==> src/rtl/macro_active_ctrl.sv <==
// Wishbone-controlled io_active sequencer for up to four macros.
// Every change of enabled macro passes through a 2-cycle all-off guard gap.
module macro_active_ctrl #(
  parameter logic [31:0] BASE_ADDR = 32'h3000_0000,
  parameter int          N_MACRO   = 4
) (
  input  logic               wb_clk_i,
  input  logic               wb_rst_n,
  input  logic               wbs_stb_i,
  input  logic               wbs_cyc_i,
  input  logic               wbs_we_i,
  input  logic [3:0]         wbs_sel_i,
  input  logic [31:0]        wbs_adr_i,
  input  logic [31:0]        wbs_dat_i,
  output logic               wbs_ack_o,
  output logic [31:0]        wbs_dat_o,
  output logic [N_MACRO-1:0] io_active,
  output logic               scan_irq
);

  typedef enum logic [1:0] {IDLE, GUARD, ACTIVE} state_t;

  state_t      state_q, state_d;
  logic [1:0]  rst_sync;
  logic        run_ok;
  logic        hit, accept, wr, wr_ctrl, wr_dwell, wr_mask;
  logic [1:0]  reg_idx;
  logic        en_q, auto_q, err_q;
  logic [1:0]  sel_q;
  logic [15:0] dwell_q;
  logic [3:0]  mask_q;
  logic        en_n, auto_n;
  logic [1:0]  sel_n;
  logic [15:0] dwell_n;
  logic [3:0]  mask_n;
  logic [1:0]  cur_idx_q, cur_idx_d, nxt_idx, load_idx;
  logic        guard_q, guard_d;
  logic [15:0] dwell_cnt_q, dwell_cnt_d;
  logic [7:0]  scan_cnt_q;
  logic        advance, wrap_d;
  logic [31:0] rdata;
  logic        unused_bits;

  // Next set mask bit strictly after cur, ascending with wrap; cur itself if it is the only one.
  function automatic logic [1:0] next_set(input logic [3:0] m, input logic [1:0] cur);
    logic [1:0] pick;
    pick = cur;
    for (int i = 3; i >= 1; i--) begin
      if (m[cur + 2'(i)]) pick = cur + 2'(i);
    end
    return pick;
  endfunction

  assign unused_bits = ^{wbs_adr_i[1:0], wbs_dat_i[31:16]};

  assign run_ok   = rst_sync[1];
  assign hit      = wbs_stb_i && wbs_cyc_i && (wbs_adr_i[31:4] == BASE_ADDR[31:4]);
  assign accept   = hit && !wbs_ack_o;
  assign reg_idx  = wbs_adr_i[3:2];
  assign wr       = accept && wbs_we_i;
  assign wr_ctrl  = wr && (reg_idx == 2'd0) && wbs_sel_i[0];
  assign wr_dwell = wr && (reg_idx == 2'd1);
  assign wr_mask  = wr && (reg_idx == 2'd3) && wbs_sel_i[0];

  // The FSM reacts to register writes in the same cycle they are accepted.
  assign en_n          = wr_ctrl ? wbs_dat_i[0]   : en_q;
  assign auto_n        = wr_ctrl ? wbs_dat_i[1]   : auto_q;
  assign sel_n         = wr_ctrl ? wbs_dat_i[3:2] : sel_q;
  assign dwell_n[7:0]  = (wr_dwell && wbs_sel_i[0]) ? wbs_dat_i[7:0]  : dwell_q[7:0];
  assign dwell_n[15:8] = (wr_dwell && wbs_sel_i[1]) ? wbs_dat_i[15:8] : dwell_q[15:8];
  assign mask_n        = wr_mask ? wbs_dat_i[3:0] : mask_q;

  always_ff @(posedge wb_clk_i or negedge wb_rst_n) begin
    if (!wb_rst_n) rst_sync <= 2'b00;
    else           rst_sync <= {rst_sync[0], 1'b1};
  end

  always_comb begin
    rdata = '0;
    case (reg_idx)
      2'd0:    rdata[3:0]  = {sel_q, auto_q, en_q};
      2'd1:    rdata[15:0] = dwell_q;
      2'd2:    rdata[15:0] = {scan_cnt_q, 4'h0, err_q, state_q == ACTIVE, cur_idx_q};
      default: rdata[3:0]  = mask_q;
    endcase
  end

  always_ff @(posedge wb_clk_i or negedge wb_rst_n) begin
    if (!wb_rst_n) begin
      wbs_ack_o <= 1'b0;
      wbs_dat_o <= '0;
      en_q      <= 1'b0;
      auto_q    <= 1'b0;
      sel_q     <= 2'd0;
      dwell_q   <= 16'h0010;
      mask_q    <= 4'hF;
      err_q     <= 1'b0;
    end else begin
      wbs_ack_o <= accept;
      wbs_dat_o <= (accept && !wbs_we_i) ? rdata : '0;
      en_q      <= en_n;
      auto_q    <= auto_n;
      sel_q     <= sel_n;
      dwell_q   <= dwell_n;
      mask_q    <= mask_n;
      err_q     <= auto_n && (mask_n == 4'h0);
    end
  end

  always_ff @(posedge wb_clk_i or negedge wb_rst_n) begin
    if (!wb_rst_n) begin
      state_q     <= IDLE;
      cur_idx_q   <= 2'd0;
      guard_q     <= 1'b0;
      dwell_cnt_q <= 16'd0;
      scan_cnt_q  <= 8'd0;
      scan_irq    <= 1'b0;
    end else begin
      state_q     <= state_d;
      cur_idx_q   <= cur_idx_d;
      guard_q     <= guard_d;
      dwell_cnt_q <= dwell_cnt_d;
      scan_irq    <= wrap_d;
      if (wrap_d) scan_cnt_q <= scan_cnt_q + 8'd1;
    end
  end

  // Priority: shutdown, start-up, mode/selection changes, mask loss, guard timing, dwell expiry.
  always_comb begin
    state_d     = state_q;
    cur_idx_d   = cur_idx_q;
    guard_d     = guard_q;
    dwell_cnt_d = dwell_cnt_q;
    advance     = 1'b0;
    wrap_d      = 1'b0;
    nxt_idx     = next_set(mask_n, cur_idx_q);
    load_idx    = auto_n ? next_set(mask_n, 2'd3) : sel_n;
    if (!run_ok || !en_n || (auto_n && (mask_n == 4'h0))) begin
      state_d = IDLE;
    end else if (state_q == IDLE || auto_n != auto_q) begin
      state_d   = GUARD;
      cur_idx_d = load_idx;
      guard_d   = 1'b0;
    end else if (!auto_n && wr_ctrl && (sel_n != sel_q)) begin
      state_d   = GUARD;
      cur_idx_d = sel_n;
      guard_d   = 1'b0;
    end else if (auto_n && !mask_n[cur_idx_q]) begin
      advance = 1'b1;
    end else if (state_q == GUARD) begin
      if (guard_q) begin
        state_d     = ACTIVE;
        dwell_cnt_d = (dwell_n == 16'd0) ? 16'd1 : dwell_n;
      end else begin
        guard_d = 1'b1;
      end
    end else if (auto_n && !wr_ctrl) begin
      if (dwell_cnt_q <= 16'd1) advance = 1'b1;
      else                      dwell_cnt_d = dwell_cnt_q - 16'd1;
    end
    if (advance) begin
      state_d   = GUARD;
      cur_idx_d = nxt_idx;
      guard_d   = 1'b0;
      wrap_d    = (nxt_idx <= cur_idx_q);
    end
  end

  always_comb begin
    io_active = '0;
    if (state_q == ACTIVE) io_active[cur_idx_q] = 1'b1;
  end

endmodule
==> config.mk <==
export PLATFORM = sky130hd
export DESIGN_NAME = macro_active_ctrl
export DESIGN_NICKNAME = d
export VERILOG_FILES = /design/src/rtl/macro_active_ctrl.sv
export SDC_FILE = /design/constraint.sdc
export NUM_CORES = 1
export LEC_CHECK = 0
export CAP_MARGIN = 20
export CORE_MARGIN = 8
export CORE_UTILIZATION = 45
export CTS_CLUSTER_SIZE = 12
export DETAILED_ROUTE_END_ITERATION = 8
export GPL_TIMING_DRIVEN = 0
export PLACE_DENSITY = 0.77
export SYNTH_ARGS = -nofsm -noshare
export SYNTH_HDL_FRONTEND = slang
export SYNTH_SLANG_ARGS = --single-unit
==> constraint.sdc <==
create_clock -name wb_clk_i -period 3.23 [get_ports wb_clk_i]
set_input_delay 0.646 -clock wb_clk_i [delete_from_list [all_inputs] [get_ports wb_clk_i]]
set_output_delay 0.646 -clock wb_clk_i [all_outputs]
set_load 0.01 [all_outputs]
==> reports/qor.yml <==
outcome: "finished with violations"
violations: "negative setup slack"
p_int_mw: 1.38
wl_met1_mm: 4.97
max_stage_delay_ns: 0.41
postSynthCellCount: 434
async_flop_share_pct: 100
synth-main-ff-cell: "dfrtp_1"
path_max_fanout: 6
r2r_end: "scan_cnt_q[3]$_DFFE_PN0P_"
final_nets: 652
synth_most_common_cell: "dfrtp_1"
worst_ep_arrival_time_ns: 3.69
port_buffers: 74
worstSetupEndpointType: "flop"
critPathBufInv: 4
synth_top_area_share_pct: 39.2
start_kind: "input pin"
ir_drop_mv: 0.199
worstMarginPinSlew_ns: 0.511
cts_buffer_depth: 2
die_x_um: 115
cp_slowest_cell: "or3_4"
n_antenna_cell: 0
place_area_um2: 5470
die_area_um2: 13200
die_h_um: 115
top_layer: "met4"
worst_slack_ns: -0.221
synth_commonest_cells: "dfrtp_1, nor2_1, nand2_1, a21oi_1, inv_1"
ant_nets: 0
layout_min_cycle_time_ns: 3.45
fin_skew_ns: 0.0127
syn_area_um2: 4410
finalMaxSlewViolations: 0
wirelength_mm: 12.1
sequentialPowerShare_pct: 50.3
initial_core_util_pct: 45.7
power_leakage_nw: 2.78
clkSlewWorstSetupHoldPaths_ns: 0.09
h-tree-depth: 3
yosysSeqAreaShare_pct: 42.2
yosys_register_bits: 74
first_global_vias: 3935
grt_max_degree: 75
holdBufCountCts: 0
pwr_density_cell_nw_per_um2: 304
yosysWarningCount: 0
synth_area_per_cell_um2: 10.2
drc: 0
syn_to_final_growth_pct: 37.5
clockPowerShare_pct: 41.4
comb_power_share_pct: 8.3
cts_tree: "yes"
rsz0062_at_grt: "true"
r2r_cells: 16
path_cells: "buf_2, nor4_4, and4_4, a32oi_2, or3_4, mux2_4, a31oi_4, xnor2_2, ha_2, inv_2, a21oi_2, a21oi_2, a211oi_4, buf_12, buf_8, nand2_4, xnor2_1"
stdcell_area_um2: 6060
cts_buffers: 9
coreArea_um2: 9640
synth-edff-count: 0
critPathTopFamily: "simple AND/OR/NAND/NOR gates"
sw_frac_of_total_pct: 25.4
gp_congestion: 0.883
fin_crit_sh_pct: 107
hp-class: "input pin to async pin"
netlist_top_cells_area: "dfrtp_1, ha_1, mux2_2"
track_usage_pct: 18.5
worstReg2RegStart: "wbs_ack_o$_DFF_PN0_"
first_iter_violations: 287
ctsRootBufferMaster: "clkbuf_8"
crit_required_ns: 3.47
hold_viol_final: 0
power.switching_uw: 469
vias: 3903
cts.sinks: 74
critPathMostFrequentCell: "a21oi_2"
dp_hpwl_mm: 8.61
antenna_found_initial: 0
critPathKind: "input pin to flop"
rows: 36
clock_latency_ns: 0.36
maxCapViolCount: 0
first_pass_iters: 5
io_pins: 111
slew_headroom_pct: 65.9
synth_cell_types: 68
layout-drive-gt1-share_pct: 30.0
ff2ff_setup_slack_ns: -0.19
overflow: 0
wl_met3_um: 817
finalSetupViolCount: 14
synth_top_area_cell: "dfrtp_1"
post_drt_wl_per_cell_um: 17.1
fmax_mhz: 290
via_per_inst: 5.55
dr_wl_met2_mm: 6.01
grt_pass1_wl_mm: 19.5
dp_slack_ns: -1.17
[worst reg2reg max path, stage by stage (launching register included)]
cell	delay (ns)
dfrtp_1	0.41
nor4_4	0.27
and4_4	0.31
a32oi_2	0.12
or3_4	0.41
mux2_4	0.29
a31oi_4	0.18
xnor2_2	0.14
ha_2	0.21
inv_2	0.04
a21oi_2	0.14
a21oi_2	0.07
a211oi_4	0.26
buf_12	0.16
buf_8	0.13
nand2_4	0.05
xnor2_1	0.11
[kinds of logic (layout without fill, tap and decap cells)]
kind of cell | Yosys count | count (layout) | synth area share (%)
multiplexers | 30 | 30 | 8.09
XOR/XNOR | 10 | 10 | 1.99
AND/OR/NAND/NOR | 157 | 157 | 22.6
AO/OA/AOI/OAI | 91 | 91 | 14.5
other | 2 | 17 | 0.170
flip-flops | 74 | 74 | 42.2
buffers and inverters | 56 | 177 | 6.50
adder cells (fa/ha/maj) | 14 | 14 | 3.97
[through the flow]
stage	power (mW)	utilization (%)	setup TNS [ns]	std cells	hold slack, ns
after floorplan	0.993	-	-1.81	449	0.331
after global placement	1.09	56.5	-84.25	656	0.332
after detailed placement	1.10	56.7	-21.97	657	0.362
after CTS	1.85	62.2	-1.77	699	0.304
after global routing	1.91	62.9	-3.30	703	0.313
final	1.84	62.9	-2.18	703	0.291
[flip-flops by register name, indices dropped and copies added (netlist names), 2 cells and up]
signal       cells
dwell_q         16
cur_idx_q        2
state_q          2
wbs_dat_o       16
scan_cnt_q       8
rst_sync         2
sel_q            2
dwell_cnt_q     16
mask_q           4
[layout make-up]
cell class                 count  area (um^2)
timing repair buffer         106          986
sequential                    74         1860
tap                          133          166
clock inverter                 7         83.8
inverter                      25         93.8
clock buffer                   9          124
fill                         755         3580
multi-input combinational    319         2550
buffer                        30          199
[cell usage in the layout (no fill, tap or decap), types with 5 or more instances in the layout]
master,netlist,final
buf_6,1,13
conb_1,2,17
inv_1,25,24
clkbuf_2,0,6
clkdlybuf4s15_1,0,7
nand3_1,6,6
nand4_1,8,8
clkdlybuf4s50_1,0,39
mux2_4,0,6
clkbuf_1,10,7
o21ai_0,9,9
buf_4,18,42
nor2_1,41,41
xnor2_1,7,6
and3_1,11,10
a22oi_1,10,10
nor4_4,6,10
buf_2,1,11
nor4_1,9,5
ha_1,14,11
o21ai_1,13,13
clkbuf_8,0,9
mux2_2,14,9
nand2_1,27,25
mux2i_1,12,9
dfrtp_1,69,69
a21oi_1,26,24
nor3_1,9,8
dfstp_2,5,5
[how the worst max path moves through the flow]
| stage | from | end | depth (start not counted) |
|---|---|---|---|
| after detailed placement | wbs_adr_i[3] | dwell_cnt_q[8]$_DFFE_PN0P_ | 11 |
| after floorplan | wbs_adr_i[9] | scan_cnt_q[1]$_DFFE_PN0P_ | 13 |
| after CTS | wbs_ack_o$_DFF_PN0_ | scan_cnt_q[7]$_DFFE_PN0P_ | 15 |
| final | wbs_adr_i[10] | scan_cnt_q[3]$_DFFE_PN0P_ | 17 |
| after global routing | wbs_ack_o$_DFF_PN0_ | scan_cnt_q[7]$_DFFE_PN0P_ | 15 |
| after global placement | wbs_adr_i[3] | dwell_cnt_q[8]$_DFFE_PN0P_ | 11 |
[metal layers]
layer  GRT usage (%)  vias to the layer above
li1                -                     1816
met1            22.4                     1886
met2            31.6                      179
met3            3.83                       22
met4            6.92                        0
met5               0                        -
[power by group through the flow]
stage	Clock (mW)	Sequential [mW]	Combinational, mW
finish	0.763	0.928	0.154
global route	0.815	0.928	0.167
CTS	0.768	0.928	0.151
detailed placement	0	0.946	0.154
global placement	0	0.946	0.147
floorplan	0	0.946	0.0474
[what timing repair did]
| item | in CTS | in global routing |
|---|---|---|
| cloned | 0 | 0 |
| endpoints found under the setup margin | 26 | 20 |
| buffers inserted | 27 | 4 |
| pin swaps | 29 | 17 |
| gates resized for setup | 131 | 26 |
Power figures use the tool's default switching activity.
